**config.mk**
```make
export PLATFORM = sky130hd
export DESIGN_NAME = core_param_loader_flat
export DESIGN_NICKNAME = d
export VERILOG_FILES = /design/src/rtl/core_param_loader_pkg.sv /design/src/rtl/core_param_loader_if.sv /design/src/rtl/core_param_loader_assembler.sv /design/src/rtl/core_param_loader.sv /design/src/flat_wrapper.sv
export SDC_FILE = /design/constraint.sdc
export NUM_CORES = 1
export LEC_CHECK = 0
export CELL_PAD_IN_SITES_DETAIL_PLACEMENT = 1
export CELL_PAD_IN_SITES_GLOBAL_PLACEMENT = 1
export CORE_AREA = 2 2 213 372
export DETAILED_ROUTE_END_ITERATION = 10
export DIE_AREA = 0 0 215 374
export PLACE_DENSITY = 0.79
export SYNTH_ARGS = -nofsm -noshare
export SYNTH_HDL_FRONTEND = slang
export SYNTH_HIERARCHICAL = 1
export SYNTH_SLANG_ARGS = --single-unit
export TNS_END_PERCENT = 30
```
**constraint.sdc**
```tcl
create_clock -name clk -period 4.1 [get_ports clk]
set_clock_uncertainty 0.2 [all_clocks]
set_input_delay 1.025 -clock clk [delete_from_list [all_inputs] [get_ports clk]]
set_output_delay 1.025 -clock clk [all_outputs]
set_load 0.02 [all_outputs]
```
**src/rtl/core_param_loader_pkg.sv**
```systemverilog
// Shared types and constants for the RANC core parameter / neuron-instruction loader.
package core_loader_pkg;

    localparam int unsigned WORD_W           = 32;
    localparam int unsigned WORDS_PER_PARAM  = 12;
    localparam int unsigned ENTRIES_PER_WORD = 16;
    localparam int unsigned WCNT_W           = 4;
    localparam int unsigned ECNT_W           = 4;
    localparam int unsigned CORE_W           = 6;
    localparam int unsigned ADDR_W           = 8;
    localparam int unsigned CNT_W            = 16;

    localparam logic [1:0] TYPE_PARAM = 2'd0;
    localparam logic [1:0] TYPE_INST  = 2'd1;

    // Header word layout, MSB first: type, core id, start address, count-1.
    typedef struct packed {
        logic [1:0]        kind;
        logic [CORE_W-1:0] core_id;
        logic [ADDR_W-1:0] start;
        logic [CNT_W-1:0]  cnt_m1;
    } header_t;

    typedef enum logic [2:0] {
        IDLE,
        COLLECT,
        WRITE_P,
        EMIT,
        CHECK
    } state_t;

endpackage

```
**src/rtl/core_param_loader_if.sv**
```systemverilog
// Host word stream (valid/ready) into the loader.
interface core_param_loader_if;
    import core_loader_pkg::*;

    logic              valid;
    logic              ready;
    logic [WORD_W-1:0] data;

    modport master (output valid, output data, input ready);
    modport slave  (input valid, input data, output ready);
endinterface

```
**src/rtl/core_param_loader_assembler.sv**
```systemverilog
// param_record_assembler: places 32-bit payload words into a parameter record; the
// completed record is published on record and held until the next one completes.
module param_record_assembler
    import core_loader_pkg::*;
#(
    parameter int unsigned PARAM_WIDTH = 368
) (
    input  logic                   clk,
    input  logic                   rst_n,
    input  logic                   clear,
    input  logic                   load,
    input  logic [WORD_W-1:0]      word,
    output logic                   full_c,
    output logic [PARAM_WIDTH-1:0] record
);
    localparam int unsigned STAGE_W = WORD_W * (WORDS_PER_PARAM - 1);
    localparam int unsigned TAIL_W  = PARAM_WIDTH - STAGE_W;

    logic [STAGE_W-1:0] stage;
    logic [WCNT_W-1:0]  wcnt;

    // High while the next loaded word completes the record.
    assign full_c = (wcnt == WCNT_W'(WORDS_PER_PARAM - 1));

    always_ff @(posedge clk or negedge rst_n) begin
        if (!rst_n) begin
            stage  <= '0;
            wcnt   <= '0;
            record <= '0;
        end else if (clear) begin
            wcnt <= '0;
        end else if (load) begin
            if (full_c) begin
                record <= {word[TAIL_W-1:0], stage};
                wcnt   <= '0;
            end else begin
                stage[32'(wcnt) * WORD_W +: WORD_W] <= word;
                wcnt <= wcnt + WCNT_W'(1);
            end
        end
    end

endmodule

```
**src/rtl/core_param_loader.sv**
```systemverilog
// core_param_loader: unpacks a host word stream into per-core parameter records and
// neuron-instruction writes. Optional trailing XOR checksum word: PARAM_LOADER_CHECKSUM_EN.
module core_param_loader
    import core_loader_pkg::*;
#(
    parameter int unsigned NUM_CORES   = 6,
    parameter int unsigned PARAM_WIDTH = 368,
    parameter int unsigned NUM_NEURONS = 256
) (
    input  logic                             clk,
    input  logic                             reset_n,
    core_param_loader_if.slave               s,
    output logic                             busy,
    output logic                             done,
    output logic                             err,
    output logic [NUM_CORES-1:0]             param_wen,
    output logic [ADDR_W-1:0]                param_address,
    output logic [PARAM_WIDTH-1:0]           param_data_in,
    output logic [NUM_CORES-1:0]             neuron_inst_wen,
    output logic [$clog2(NUM_NEURONS)-1:0]   neuron_inst_address,
    output logic [1:0]                       neuron_inst_data_in
);
    localparam int unsigned NADDR_W = $clog2(NUM_NEURONS);

`ifdef PARAM_LOADER_CHECKSUM_EN
    localparam state_t END_STATE = CHECK;
    logic [WORD_W-1:0] csum;
`else
    localparam state_t END_STATE = IDLE;
`endif

    state_t               state;
    logic                 ready;
    logic                 is_inst;
    logic [NUM_CORES-1:0] wen_mask;
    logic [ADDR_W-1:0]    start;
    logic [CNT_W-1:0]     cnt_m1;
    logic [CNT_W-1:0]     idx;
    logic [CNT_W-1:0]     idx_inc;
    logic [WORD_W-1:0]    inst_word;
    logic [ECNT_W-1:0]    slot;
    logic [ECNT_W-1:0]    slot_inc;
    logic                 accept;
    logic                 full_c;
    header_t              hdr;

    assign s.ready  = ready;
    assign accept   = s.valid & ready;
    assign hdr      = header_t'(s.data);
    assign idx_inc  = idx + CNT_W'(1);
    assign slot_inc = slot + ECNT_W'(1);

    // Out-of-range core ids yield an all-zero strobe mask so the payload is swallowed.
    function automatic logic [NUM_CORES-1:0] core_mask(input logic [CORE_W-1:0] id);
        if (32'(id) >= NUM_CORES) return '0;
        return NUM_CORES'(1) << id;
    endfunction

    param_record_assembler #(.PARAM_WIDTH(PARAM_WIDTH)) u_asm (
        .clk    (clk),
        .rst_n  (reset_n),
        .clear  (accept && (state == IDLE)),
        .load   (accept && (state == COLLECT) && !is_inst),
        .word   (s.data),
        .full_c (full_c),
        .record (param_data_in)
    );

    always_ff @(posedge clk or negedge reset_n) begin
        if (!reset_n) begin
            state               <= IDLE;
            ready               <= 1'b1;
            busy                <= 1'b0;
            done                <= 1'b0;
            err                 <= 1'b0;
            is_inst             <= 1'b0;
            wen_mask            <= '0;
            start               <= '0;
            cnt_m1              <= '0;
            idx                 <= '0;
            inst_word           <= '0;
            slot                <= '0;
            param_wen           <= '0;
            param_address       <= '0;
            neuron_inst_wen     <= '0;
            neuron_inst_address <= '0;
            neuron_inst_data_in <= '0;
`ifdef PARAM_LOADER_CHECKSUM_EN
            csum                <= '0;
`endif
        end else begin
            done <= 1'b0;
            case (state)
                IDLE: begin
                    if (accept) begin
                        if (hdr.kind == TYPE_PARAM || hdr.kind == TYPE_INST) begin
                            is_inst  <= (hdr.kind == TYPE_INST);
                            wen_mask <= core_mask(hdr.core_id);
                            start    <= hdr.start;
                            cnt_m1   <= hdr.cnt_m1;
                            idx      <= '0;
                            err      <= (32'(hdr.core_id) >= NUM_CORES);
                            state    <= COLLECT;
                            busy     <= 1'b1;
`ifdef PARAM_LOADER_CHECKSUM_EN
                            csum     <= '0;
`endif
                        end else begin
                            err <= 1'b1;
                        end
                    end
                end
                COLLECT: begin
                    if (accept) begin
`ifdef PARAM_LOADER_CHECKSUM_EN
                        csum <= csum ^ s.data;
`endif
                        if (is_inst) begin
                            inst_word           <= s.data;
                            slot                <= '0;
                            neuron_inst_wen     <= wen_mask;
                            neuron_inst_address <= NADDR_W'(start) + NADDR_W'(idx);
                            neuron_inst_data_in <= s.data[1:0];
                            ready               <= 1'b0;
                            state               <= EMIT;
                        end else if (full_c) begin
                            param_wen     <= wen_mask;
                            param_address <= start + ADDR_W'(idx);
                            ready         <= 1'b0;
                            state         <= WRITE_P;
                        end
                    end
                end
                WRITE_P: begin
                    param_wen <= '0;
                    ready     <= 1'b1;
                    if (idx == cnt_m1) begin
                        state <= END_STATE;
                        busy  <= (END_STATE != IDLE);
                        done  <= (END_STATE == IDLE);
                    end else begin
                        idx   <= idx_inc;
                        state <= COLLECT;
                    end
                end
                EMIT: begin
                    // Stop at the transfer's last entry or at the end of the current word.
                    if (idx == cnt_m1) begin
                        neuron_inst_wen <= '0;
                        ready           <= 1'b1;
                        state           <= END_STATE;
                        busy            <= (END_STATE != IDLE);
                        done            <= (END_STATE == IDLE);
                    end else if (slot == ECNT_W'(ENTRIES_PER_WORD - 1)) begin
                        neuron_inst_wen <= '0;
                        idx             <= idx_inc;
                        ready           <= 1'b1;
                        state           <= COLLECT;
                    end else begin
                        idx                 <= idx_inc;
                        slot                <= slot_inc;
                        neuron_inst_address <= NADDR_W'(start) + NADDR_W'(idx_inc);
                        neuron_inst_data_in <= inst_word[{slot_inc, 1'b0} +: 2];
                    end
                end
`ifdef PARAM_LOADER_CHECKSUM_EN
                CHECK: begin
                    if (accept) begin
                        if (s.data != csum) err <= 1'b1;
                        done  <= 1'b1;
                        busy  <= 1'b0;
                        state <= IDLE;
                    end
                end
`endif
                default: begin
                    param_wen       <= '0;
                    neuron_inst_wen <= '0;
                    ready           <= 1'b1;
                    busy            <= 1'b0;
                    state           <= IDLE;
                end
            endcase
        end
    end

endmodule

```
**src/flat_wrapper.sv**
```systemverilog
// flat-port wrapper written by rule: the top's interface ports become plain ports
module core_param_loader_flat import core_loader_pkg::*;
#(
    parameter int unsigned NUM_CORES   = 6,
    parameter int unsigned PARAM_WIDTH = 368,
    parameter int unsigned NUM_NEURONS = 256
)
  (clk, reset_n, busy, done, err, param_wen, param_address, param_data_in, neuron_inst_wen, neuron_inst_address, neuron_inst_data_in, s_valid, s_data, s_ready);
  core_param_loader_if s_i ();
  input  logic clk;
  input  logic reset_n;
  output logic busy;
  output logic done;
  output logic err;
  output logic [NUM_CORES-1:0] param_wen;
  output logic [ADDR_W-1:0] param_address;
  output logic [PARAM_WIDTH-1:0] param_data_in;
  output logic [NUM_CORES-1:0] neuron_inst_wen;
  output logic [$clog2(NUM_NEURONS)-1:0] neuron_inst_address;
  output logic [1:0] neuron_inst_data_in;
  input wire logic [$bits(s_i.valid)-1:0] s_valid;
  input wire logic [$bits(s_i.data)-1:0] s_data;
  output wire logic [$bits(s_i.ready)-1:0] s_ready;
  assign s_i.valid = s_valid;
  assign s_i.data = s_data;
  assign s_ready = s_i.ready;
  core_param_loader #(.NUM_CORES(NUM_CORES), .PARAM_WIDTH(PARAM_WIDTH), .NUM_NEURONS(NUM_NEURONS)) u_core (.clk(clk), .reset_n(reset_n), .s(s_i), .busy(busy), .done(done), .err(err), .param_wen(param_wen), .param_address(param_address), .param_data_in(param_data_in), .neuron_inst_wen(neuron_inst_wen), .neuron_inst_address(neuron_inst_address), .neuron_inst_data_in(neuron_inst_data_in));
endmodule
```
Word level (Yosys, flattened, before mapping):

Cells that the tools add are included.

* flip-flop bits (word level): 844
* input bits: 35
* output and inout port bits: 402
* logic and storage cells: 144

* add/subtract/negate cells: 6
* $lt $le $gt $ge: 1
* equal/unequal tests: 19
* shift operators: 4
* muxes and demuxes: 60
* bitwise logic cells: 8
* reduce and logical (&&, ||, !) cells: 26

Operators with widths (count)
* $bwmux 352: 1
* $shift 32x34->352 const A: 1
* $shiftx 32x34->352: 1
* $mux 6: 9
* $mux 16: 3
* $neg 9->34: 1
* $mux 8: 4
* $pmux 16 s2: 1
* $shiftx 32x6->2: 1
* $mux 4: 7
* $reduce_and 4->1: 6
* $mux 3: 7
* $pmux 6 s3: 1
* $add 16x1->16 const B: 1
* $add 8x8->8: 2
* $eq 16x16->1: 1
* $mux 1: 16
* $pmux 8 s2: 1
* $pmux 3 s4: 1
* $pmux 6 s2: 1
* $reduce_and 3->1: 4
* $ne 2x1->1 const B: 5
* $ne 2x2->1 const B: 5
* $reduce_and 5->1: 2
* other kinds (22): 42

Logic depth before layout (Yosys ltp):

Gate-level depths: netlist (run 1).

* depth in word-level cells: 6
* gate-level depth with buffers: 11
* gate-level depth less buffers: 11

Hierarchy:

The synthesis (run 1) kept the hierarchy.

Modules (own cells, without submodules)
* param_record_assembler: instances 1, cells each 2079, area an instance 28282.1 um^2, sequential area each 18117.4 um^2
* core_param_loader: instances 1, cells each 514, area an instance 6189.7 um^2, sequential area each 2979.1 um^2

Worst setup path after synthesis (run 1):

OpenSTA, ideal clock, no wires.

* path kind: input-to-reg
* start: input port s_valid
* end: register u_core.u_asm.stage[321]
* setup time: 0.125 ns
* arrival time: 2.884 ns
* data required time: 3.775 ns
* path slack: 0.892 ns
* stages on the path: 9
* path buffers: 3
* cell sequence: nand2_1 nor3b_1 clkbuf_1 nand2b_1 nor4_2 and3_1 clkbuf_1 buf_2 mux2_2

* cells in the longest elaborated chain, start to end: 4
* elaborated cells between the ends (all ways): 6
* classes of those cells: 2 x bitwise; 4 x reduce/logical

Ends and longest elaborated chain
* start: declaration: RTL line flat_wrapper.sv:21 `input wire logic [$bits(s_i.valid)-1:0] s_valid;`
* $and 1x1->1 (*): RTL line core_param_loader.sv:48 `assign accept = s.valid & ready;`
* $logic_and 1x1->1, on equally long branches: RTL line core_param_loader.sv:63, core_param_loader.sv:62
* $logic_and 1x1->1 / $not 1->1 (equally long branches)
* $reduce_and 3->1 (no line) (*)
* end signal: indexed assignment: RTL line core_param_loader_assembler.sv:37 `stage[32'(wcnt) * WORD_W +: WORD_W] <= word;`
* end: declaration: RTL line core_param_loader_assembler.sv:19 `logic [STAGE_W-1:0] stage;`

Every way passes the cells marked *; elsewhere a longest branch is shown, timed or not.
A chain may end at the register's enable or synchronous reset.

Final worst setup path (run 1):

* start: register u_core.state[1]
* end: register u_core.u_asm.stage[133]

* cells in the longest elaborated chain, start to end: 4
* elaborated cells between the ends (all ways): 7
* classes of those cells: 1 x eq/ne; 1 x bitwise; 5 x reduce/logical

Ends and longest elaborated chain
* start: declaration: RTL line core_param_loader.sv:32 `state_t state;`
* start signal: assignment: RTL line core_param_loader.sv:71 `state <= IDLE;`
* start signal: assignment: RTL line core_param_loader.sv:103 `state <= COLLECT;`
* start signal: assignment: RTL line core_param_loader.sv:125 `state <= EMIT;`
* $eq 3x1->1 / $logic_not 3->1 (equally long branches): RTL line core_param_loader.sv:63, core_param_loader.sv:62
* $logic_and 1x1->1, on equally long branches: RTL line core_param_loader.sv:63, core_param_loader.sv:62
* $logic_and 1x1->1 / $not 1->1 (equally long branches)
* $reduce_and 3->1 (no line) (*)

Marked as above.

==> impl_table.tex, run 1 <==
\begin{tabular}{lr}
\hline
Metric & Value \\
\hline
\multicolumn{2}{l}{\textbf{Outcome}} \\
Status & completed \\
\multicolumn{2}{l}{\textbf{STA}} \\
Timing-limited maximum frequency & 289 MHz \\
Setup ws final & 0.635 ns \\
Final sum of negative setup slack & 0 ns \\
Final count of hold timing violations & 0 \\
Slew at the pin closest to its max-slew limit & 1.19 ns \\
Final critical-path share of the clock period & 0.845 \\
Fin crit period & $\sim$3.5 ns \\
Final setup violation count & 0 \\
Final slew viol count & 0 \\
RSZ-0062 raised after global routing & no \\
Remaining max-slew budget at the tightest pin & 0.206 \\
\multicolumn{2}{l}{\textbf{Drt}} \\
Initial detailed-routing violation count & approximately 1400 \\
Vias/cell & 5.59 \\
DRC Markers & 0 \\
Post-detailed-route wirelength per cell & 27.2 um \\
Antenna Nets Post-Route & 0 \\
DR pass1 iterations & 5 \\
Total wire length after detailed routing & 113000 um \\
Vias post-DR & roughly 23000 \\
\multicolumn{2}{l}{\textbf{Placed design}} \\
Global placement routability congestion & 0.833 \\
DP Wirelength & 76100 um \\
Number of port buffers & 436 \\
Placement-stage worst setup slack & 0.0960 ns \\
\multicolumn{2}{l}{\textbf{CTS}} \\
Post-CTS setup buffer count & 0 \\
Number of H-tree levels & 3 \\
Clock transition at the registers of the reported paths & 0.07 ns \\
Latest clock arrival within the worst-skew pair & roughly 0.64 ns \\
Buffer cell driving the clock tree root & sky130\_fd\_sc\_hd\_\_clkbuf\_16 \\
Clock Tree Buf Depth & 3 \\
Count of instances resized after the clock tree is built & 0 \\
Clock buffers created by TritonCTS & between 70 and 80 \\
TritonCTS clock tree & done \\
Number of hold buffers added after cts & 0 \\
Total clock sinks & 843 \\
\multicolumn{2}{l}{\textbf{Critical path}} \\
Length in cells of the worst reg-to-reg path & 9 \\
Arrival time at the worst endpoint & about 3.8 ns \\
Maximum fanout along the worst path & 32 \\
Endpoint of the lowest-slack register-to-register path & u\_core/u\_asm/stage[133]\$\_DFFE\_PN0P\_ \\
Critical path endpoint category & flip-flop \\
Worst EP required & 4.41 ns \\
Setup slack on the worst flop-to-flop path & 0.63 ns \\
Critical path start-end classification & flip-flop to flip-flop \\
Crit path launch type & flip-flop \\
Launching point of the worst reg2reg path & u\_core/state[1]\$\_DFFE\_PN0P\_ \\
\multicolumn{2}{l}{\textbf{Final layout}} \\
Nets@finish & 3105 \\
Number of fill cells & 7798 \\
Proportion of layout cells with a drive suffix above 1 & 0.283 \\
Layout area overhead & 25.3\% \\
\multicolumn{2}{l}{\textbf{Global route}} \\
Initial antenna violation count & 7 \\
Remaining global-route overflow & 0 \\
Largest net degree at the start of global routing & 97 \\
Combined global-route utilization of all metal layers & 0.281 \\
Number of global-route vias before repair & 26326 \\
Wire length of the first global-routing pass & roughly 170000 um \\
\multicolumn{2}{l}{\textbf{Worst hold path}} \\
Worst hold path class & primary input to async pin \\
\multicolumn{2}{l}{\textbf{Run}} \\
Number of violations of the max-capacitance limit & 0 \\
\multicolumn{2}{l}{\textbf{Yosys}} \\
Register bit total from synthesis & 843 \\
Count of yosys warnings during synthesis & 6 \\
Number of flops mapped to enable cells by yosys & 0 \\
Syn Area/Cell & 13.3 um\^{}2 \\
Syn Inst Count & about 2600 \\
Seq/Total Area, Yosys & 0.612 \\
Netlist Area Pre-Place & 34500 um\^{}2 \\
Synthesized netlist net count & about 2700 \\
Post-synth cell types & 71 \\
Async set-or-reset flop fraction in the synthesized netlist & 1.00 \\
Most common flop cell mapped by yosys & sky130\_fd\_sc\_hd\_\_dfrtp\_1 \\
\multicolumn{2}{l}{\textbf{Power}} \\
Comb pwr share & 0.215 \\
Sequential Power Share & 0.448 \\
Switching Share & 0.307 \\
Sw Pwr & approximately 7.0 mW \\
Internal Pwr Total & around 16 mW \\
Cell area power density & 524 nW/um\^{}2 \\
Worst vdd ir & 0.000363 V \\
P\_leak & a little over 20 nW \\
Share of total power in the clock network & 0.336 \\
\multicolumn{2}{l}{\textbf{Die}} \\
Total Die Area & 80400 um\^{}2 \\
Std-Cell Core Area & 77400 um\^{}2 \\
Num ports & 437 \\
Die Width & 215 um \\
Starting density of the core & 0.446 \\
Total number of placement rows & 135 \\
Floorplan die height & about 370 um \\
\hline
\end{tabular}
-- layout by cell type, fill, tap and decap left out, types with 31 or more instances in the layout --
master / count
sky130_fd_sc_hd__dfrtp_1: 841
sky130_fd_sc_hd__mux2_2: 607
sky130_fd_sc_hd__clkdlybuf4s50_1: 432
sky130_fd_sc_hd__nand2_1: 236
sky130_fd_sc_hd__o21ai_0: 221
sky130_fd_sc_hd__clkbuf_16: 78
sky130_fd_sc_hd__buf_4: 70
sky130_fd_sc_hd__and3_1: 52
sky130_fd_sc_hd__inv_1: 46
sky130_fd_sc_hd__and2_1: 45
sky130_fd_sc_hd__mux2i_1: 39
sky130_fd_sc_hd__nor2_1: 36
sky130_fd_sc_hd__o31ai_1: 34
sky130_fd_sc_hd__xor2_1: 31
sky130_fd_sc_hd__o21ai_1: 31
-- cell families (layout without fill, tap and decap cells) --
kind of cell,Yosys count,after routing,synth area share
flip-flops,843,843,0.612
AND/OR/NAND/NOR,464,464,0.0659
AO/OA/AOI/OAI,349,349,0.0575
buffers and inverters,206,717,0.0255
other,0,7,0
adder cells (fa/ha/maj),27,27,0.0102
XOR/XNOR,43,43,0.0109
multiplexers,661,661,0.218
-- through the flow --
step / hold slack (ns) / utilization / total power, mW / area, um^2 / cells
finish: 0.203 / 0.558 / 22.7 / 43200 / 4138
floorplan: 0.243 / - / 13.0 / 34500 / 2593
global placement: 0.257 / 0.523 / 14.8 / 40500 / 3991
CTS: 0.227 / 0.558 / 22.8 / 43200 / 4131
detailed placement: 0.264 / 0.523 / 15.1 / 40500 / 3991
global route: 0.250 / 0.558 / 23.6 / 43200 / 4133
-- layer usage --
metal | up-vias | global-route usage | part of all wire
met5 | - | 0 | 0
met3 | 195 | 0.0533 | 0.055
met4 | 0 | 0.150 | 0.049
met2 | 702 | 0.492 | 0.52
met1 | 12240 | 0.325 | 0.38
li1 | 9981 | - | -
-- flip-flops by register name, indices dropped and copies added, names as in the netlist, 2 cells and up --
name / cells
u_core/u_asm/record: 368
u_core/wen_mask: 6
u_core/start: 8
u_core/idx: 16
u_core/neuron_inst_address: 8
u_core/slot: 4
u_core/state: 2
u_core/inst_word: 32
u_core/neuron_inst_data_in: 2
u_core/param_wen: 6
u_core/param_address: 8
u_core/neuron_inst_wen: 6
u_core/u_asm/wcnt: 4
u_core/u_asm/stage: 352
u_core/cnt_m1: 16
-- worst max-delay path, cell delays in order (launching register included) --
cell	delay [ns]
sky130_fd_sc_hd__dfrtp_1	0.42
sky130_fd_sc_hd__inv_1	0.13
sky130_fd_sc_hd__ha_1	0.57
sky130_fd_sc_hd__nor3b_1	0.31
sky130_fd_sc_hd__buf_4	0.25
sky130_fd_sc_hd__nor2b_1	0.22
sky130_fd_sc_hd__nand4_1	0.27
sky130_fd_sc_hd__nor3_4	0.29
sky130_fd_sc_hd__buf_12	0.25
sky130_fd_sc_hd__mux2_2	0.39
-- synth_stat cells, types with 3 or more instances --
cell type / instances / area share
sky130_fd_sc_hd__nor3b_1: 4 / 0.00087
sky130_fd_sc_hd__and3_1: 54 / 0.0098
sky130_fd_sc_hd__buf_4: 3 / 0.00065
sky130_fd_sc_hd__nor2_1: 39 / 0.0042
sky130_fd_sc_hd__nand3_1: 14 / 0.0020
sky130_fd_sc_hd__mux4_2: 8 / 0.0052
sky130_fd_sc_hd__a32o_1: 3 / 0.00087
sky130_fd_sc_hd__o21ai_1: 31 / 0.0045
sky130_fd_sc_hd__nor2b_1: 10 / 0.0018
sky130_fd_sc_hd__or2_2: 4 / 0.00073
sky130_fd_sc_hd__a21oi_1: 17 / 0.0025
sky130_fd_sc_hd__a21o_1: 5 / 0.0011
sky130_fd_sc_hd__or3_1: 5 / 0.00091
sky130_fd_sc_hd__mux2_2: 607 / 0.20
sky130_fd_sc_hd__nor3_1: 9 / 0.0013
sky130_fd_sc_hd__buf_6: 5 / 0.0016
sky130_fd_sc_hd__o21ai_0: 221 / 0.032
sky130_fd_sc_hd__and2_1: 45 / 0.0082
sky130_fd_sc_hd__xnor2_1: 12 / 0.0030
sky130_fd_sc_hd__ha_1: 25 / 0.0091
sky130_fd_sc_hd__inv_1: 46 / 0.0050
sky130_fd_sc_hd__mux2_4: 7 / 0.0030
sky130_fd_sc_hd__and3b_1: 3 / 0.00076
sky130_fd_sc_hd__buf_2: 46 / 0.0067
sky130_fd_sc_hd__nand2b_1: 7 / 0.0013
sky130_fd_sc_hd__o21bai_1: 4 / 0.00087
sky130_fd_sc_hd__nor4_1: 5 / 0.00091
sky130_fd_sc_hd__nand4_1: 9 / 0.0016
sky130_fd_sc_hd__clkbuf_1: 104 / 0.011
sky130_fd_sc_hd__o211ai_1: 4 / 0.00087
sky130_fd_sc_hd__nand2_1: 237 / 0.026
sky130_fd_sc_hd__a31oi_1: 5 / 0.00091
sky130_fd_sc_hd__o31ai_1: 34 / 0.0074
sky130_fd_sc_hd__mux2i_1: 39 / 0.011
sky130_fd_sc_hd__o2111ai_1: 3 / 0.00076
sky130_fd_sc_hd__a22o_1: 5 / 0.0013
sky130_fd_sc_hd__xor2_1: 31 / 0.0079
sky130_fd_sc_hd__dfrtp_1: 842 / 0.61
-- power by group through the flow --
stage / clock (mW) / sequential [mW] / combinational [mW]
after floorplan: 0 / 10.1 / 2.90
after global placement: 0 / 10.2 / 4.58
after detailed placement: 0 / 10.3 / 4.83
after CTS: 7.80 / 10.1 / 4.89
after global routing: 8.09 / 10.3 / 5.26
final: 7.62 / 10.2 / 4.88
-- area by class of cell --
class                      count  area (um^2)  area share
sequential                   843        21100       0.488
multi-input combinational   1544        12600       0.291
timing repair buffer         531         5380       0.125
clock buffer                 110         2250      0.0521
tap                         1027         1280      0.0298
clock inverter                30          424     0.00982
inverter                      46          173     0.00400
antenna                        7         17.5    0.000406
-- worst max-delay path by stage --
stage / from / to / depth (start not counted)
final: u_core/state[1]$_DFFE_PN0P_ / u_core/u_asm/stage[133]$_DFFE_PN0P_ / 9
after global routing: u_core/state[1]$_DFFE_PN0P_ / u_core/u_asm/stage[228]$_DFFE_PN0P_ / 8
after CTS: u_core/state[1]$_DFFE_PN0P_ / u_core/u_asm/stage[133]$_DFFE_PN0P_ / 9
after detailed placement: s_valid / u_core/u_asm/stage[133]$_DFFE_PN0P_ / 9
after global placement: s_valid / u_core/u_asm/stage[144]$_DFFE_PN0P_ / 9
after floorplan: s_valid / u_core/u_asm/stage[321]$_DFFE_PN0P_ / 9
Note: power is estimated with default switching activity, not from simulation.
==> run 2, diff against run 1 <==
--- a/config.mk
+++ b/config.mk
@@ -7,10 +7,10 @@
 export LEC_CHECK = 0
 export CELL_PAD_IN_SITES_DETAIL_PLACEMENT = 1
 export CELL_PAD_IN_SITES_GLOBAL_PLACEMENT = 1
-export CORE_AREA = 2 2 213 372
+export CORE_AREA = 2 2 223 389
 export DETAILED_ROUTE_END_ITERATION = 10
-export DIE_AREA = 0 0 215 374
-export PLACE_DENSITY = 0.79
+export DIE_AREA = 0 0 225 391
+export PLACE_DENSITY = 0.76
 export SYNTH_ARGS = -nofsm -noshare
 export SYNTH_HDL_FRONTEND = slang
 export SYNTH_HIERARCHICAL = 1
==> constraint.sdc (replaced) <==
create_clock -name clk -period 3.02 [get_ports clk]
set_clock_uncertainty 0.2 [all_clocks]
set_input_delay 0.755 -clock clk [delete_from_list [all_inputs] [get_ports clk]]
set_output_delay 0.755 -clock clk [all_outputs]
set_load 0.02 [all_outputs]
==> impl_table.tex, run 2 (synthesis results as in run 1) <==
\begin{tabular}{lr}
\hline
Metric & Value \\
\hline
\multicolumn{2}{l}{\textbf{STA}} \\
Setup ws final & 0.118 ns (-0.516 ns) \\
Final slew viol count & 0 (unchanged) \\
Timing-limited maximum frequency & 345 MHz \\
Fin crit period & roughly 2.9 ns \\
Slew at the pin closest to its max-slew limit & 0.956 ns (-0.231 ns) \\
RSZ-0062 raised after global routing & no \\
Remaining max-slew budget at the tightest pin & 0.363 (+0.157) \\
Final critical-path share of the clock period & 0.961 \\
Final setup violation count & 0 (unchanged) \\
Final count of hold timing violations & 0 (unchanged) \\
Final sum of negative setup slack & 0 ns (unchanged) \\
\multicolumn{2}{l}{\textbf{Global route}} \\
Wire length of the first global-routing pass & 172000 um (+0.97\%) \\
Initial antenna violation count & 11 (+4) \\
Remaining global-route overflow & 0 (unchanged) \\
Combined global-route utilization of all metal layers & 0.263 (-0.0183) \\
Largest net degree at the start of global routing & 82 (-15\%) \\
Number of global-route vias before repair & 26579 (+0.96\%) \\
\multicolumn{2}{l}{\textbf{Power}} \\
Power consumption & 31.5 mW (+39\%) \\
Worst vdd ir & 0.000356 V (-1.9\%) \\
Sw Pwr & 9.65 mW (+39\%) \\
Comb pwr share & 0.223 (+0.008) \\
Cell area power density & 713 nW/um\^{}2 (+36\%) \\
P\_leak & 20.9 nW (+2.6\%) \\
Internal Pwr Total & 21.9 mW (+39\%) \\
Share of total power in the clock network & 0.341 (+0.005) \\
Switching Share & 0.306 (-0.00128) \\
Sequential Power Share & 0.436 (-0.012) \\
\multicolumn{2}{l}{\textbf{Critical path}} \\
Cells along the critical path & clkdlybuf4s50\_1 \\
Number of buffers and inverters on the critical path & 1 (-2) \\
Critical path endpoint category & output pin \\
Crit path launch type & flip-flop \\
Maximum fanout along the worst path & 7 (-78\%) \\
Critical path start-end classification & flip-flop to output pin \\
Slowest stage cell, crit path & sky130\_fd\_sc\_hd\_\_clkdlybuf4s50\_1 \\
Arrival time at the worst endpoint & 1.95 ns (-1.83 ns) \\
Family with the most delay on the worst path & buffers and inverters \\
Worst EP required & 2.06 ns (-2.35 ns) \\
Stage delay of the slowest cell on the critical path & 0.68 ns (+0.11 ns) \\
\multicolumn{2}{l}{\textbf{Final layout}} \\
Nets@finish & 3190 (+2.7\%) \\
Register with the highest flop count & u\_core/u\_asm/record \\
Util after Layout & 0.519 (-0.0388) \\
Number of fill cells & 8450 (+8.4\%) \\
Top Registers & u\_core/u\_asm/record x368, u\_core/u\_asm/stage x352, u\_core/inst\_word x32 \\
Highest-count cells in the layout ignoring fill and taps & sky130\_fd\_sc\_hd\_\_dfrtp\_1, sky130\_fd\_sc\_hd\_\_mux2\_2, sky130\_fd\_sc\_hd\_\_clkdlybuf4s50\_1 \\
Finished Layout Cells & 4272 (+3.2\%) \\
Commonest non-fill, non-tap cell in the layout & sky130\_fd\_sc\_hd\_\_dfrtp\_1 \\
Register area & 21100 um\^{}2 (unchanged) \\
Layout area overhead & 28.2\% \\
Area of the multi-input gates & 12600 um\^{}2 (about the same) \\
Max FFs per register & 368 (unchanged) \\
Proportion of layout cells with a drive suffix above 1 & 0.301 (+0.0182) \\
\multicolumn{2}{l}{\textbf{Run}} \\
Number of violations of the max-capacitance limit & 0 (unchanged) \\
\multicolumn{2}{l}{\textbf{Worst hold path}} \\
Worst hold path class & flip-flop to flip-flop \\
\multicolumn{2}{l}{\textbf{Die}} \\
Floorplan die height & 391 um (+4.5\%) \\
Num ports & 437 (unchanged) \\
Total Die Area & 88000 um\^{}2 (+9.4\%) \\
Die Width & 225 um (+4.7\%) \\
Starting density of the core & 0.405 (-0.0405) \\
Std-Cell Core Area & 85100 um\^{}2 (+10\%) \\
Total number of placement rows & 142 (+5.2\%) \\
\multicolumn{2}{l}{\textbf{Placed design}} \\
Number of port buffers & 436 (unchanged) \\
Post-placement cell count & 4125 (+3.4\%) \\
Global placement routability congestion & 0.883 (+6.0\%) \\
Placement-stage worst setup slack & -0.486 ns (-0.582 ns) \\
DP Wirelength & 78200 um (+2.8\%) \\
\multicolumn{2}{l}{\textbf{CTS}} \\
Clock Tree Buf Depth & 3 (unchanged) \\
Buffer cell driving the clock tree root & sky130\_fd\_sc\_hd\_\_clkbuf\_16 \\
Number of H-tree levels & 3 (unchanged) \\
Total clock sinks & 843 (unchanged) \\
Latest clock arrival within the worst-skew pair & 0.67 ns (+0.03 ns) \\
Clock buffers created by TritonCTS & 80 (+3.9\%) \\
Post-CTS setup buffer count & 0 (unchanged) \\
TritonCTS clock tree & done \\
Clock transition at the registers of the reported paths & 0.06 ns (about the same) \\
\multicolumn{2}{l}{\textbf{Drt}} \\
DRC Markers & 0 (unchanged) \\
Post-detailed-route wirelength per cell & 26.7 um (-1.9\%) \\
DR pass1 iterations & 5 (unchanged) \\
Total wire length after detailed routing & 114000 um (+1.3\%) \\
Vias/cell & 5.48 (-1.9\%) \\
Antenna Nets Post-Route & 0 (unchanged) \\
Initial detailed-routing violation count & 1417 (unchanged) \\
Vias post-DR & 23424 (+1.3\%) \\
\multicolumn{2}{l}{\textbf{Outcome}} \\
Status & completed \\
\hline
\end{tabular}
[run 2: changes by cell type in the layout (fill, tap and decap cells not counted), moves of 2 or more]
cell,previous run,this run
sky130_fd_sc_hd__diode_2,7,3
sky130_fd_sc_hd__clkdlybuf4s50_1,432,434
sky130_fd_sc_hd__buf_4,70,132
sky130_fd_sc_hd__inv_6,1,5
sky130_fd_sc_hd__buf_2,3,1
sky130_fd_sc_hd__clkbuf_1,14,16
sky130_fd_sc_hd__buf_12,25,44
sky130_fd_sc_hd__clkinv_8,3,0
sky130_fd_sc_hd__clkbuf_16,78,81
sky130_fd_sc_hd__clkinv_2,14,9
[run 2: final timing paths]
check                                                       endpoint                                start  cells past startpoint  slack [ns]
max                                                          s_ready           u_core/s.ready$_DFFE_PN1P_                      1        0.12
min                              u_core/u_asm/stage[160]$_DFFE_PN0P_  u_core/u_asm/stage[160]$_DFFE_PN0P_                      2        0.28
max reg2reg                u_core/neuron_inst_address[6]$_DFFE_PN0P_            u_core/idx[0]$_DFFE_PN0P_                     10        0.16
min reg2reg                      u_core/u_asm/stage[160]$_DFFE_PN0P_  u_core/u_asm/stage[160]$_DFFE_PN0P_                      2        0.28
max in group asynchronous       u_core/u_asm/record[176]$_DFFE_PN0P_                              reset_n                      3        1.18
min in group asynchronous        u_core/u_asm/record[96]$_DFFE_PN0P_                              reset_n                      2        0.51
[run 2: layer usage]
layer | GRT usage | routed length, um | up-vias
met5 | 0 | 0 | -
met4 | 0.135 | 6080 | 0
met3 | 0.0374 | 4760 | 221
met2 | 0.464 | 59000 | 697
met1 | 0.309 | 44300 | 12399
li1 | - | - | 10107
[run 2: tightest hold or removal path, stage by stage (launching register included)]
cell and delay, ns:
sky130_fd_sc_hd__dfrtp_1 0.34, sky130_fd_sc_hd__nand2_1 0.05, sky130_fd_sc_hd__o31ai_1 0.06
[run 2: through the flow]
| step | area (um^2) | hold slack (ns) |
|---|---|---|
| after CTS | 44200 | 0.283 |
| final | 44200 | 0.278 |
| after floorplan | 34500 | 0.243 |
| after global placement | 41400 | 0.255 |
| after detailed placement | 41400 | 0.266 |
| after global routing | 44200 | 0.310 |
[run 2: cell type report]
type	count	area share
Inverter	46	0.00391
Clock inverter	27	0.00942
Antenna cell	3	0.000170
Timing Repair Buffer	613	0.141
Multi-Input combinational cell	1544	0.284
Tap cell	1080	0.0306
Sequential cell	843	0.477
Clock buffer	116	0.0531
[run 2: repair_timing]
action / CTS / global route
hold buffers: 1 / 0
setup endpoints to repair: 0 / 3
endpoints found under the hold margin: 32 / 0
resized for setup: 0 / 2
[run 2: power groups by stage]
| stage | logic, mW | registers [mW] | clock network (mW) |
|---|---|---|---|
| 3_5_place_dp | 7.00 | 13.9 | 0 |
| 2_1_floorplan | 3.94 | 13.8 | 0 |
| 4_1_cts | 7.07 | 13.7 | 11.0 |
| 6_report | 7.02 | 13.8 | 10.7 |
| 5_1_grt | 7.61 | 13.9 | 11.4 |
| 3_3_place_gp | 6.64 | 13.8 | 0 |
==> run 3, diff against run 2 <==
--- a/config.mk
+++ b/config.mk
@@ -15,4 +15,4 @@
 export SYNTH_HDL_FRONTEND = slang
 export SYNTH_HIERARCHICAL = 1
 export SYNTH_SLANG_ARGS = --single-unit
-export TNS_END_PERCENT = 30
+export TNS_END_PERCENT = 100
==> results of run 3 <==
Final layout, timing and power as in run 2 (identical DEF).
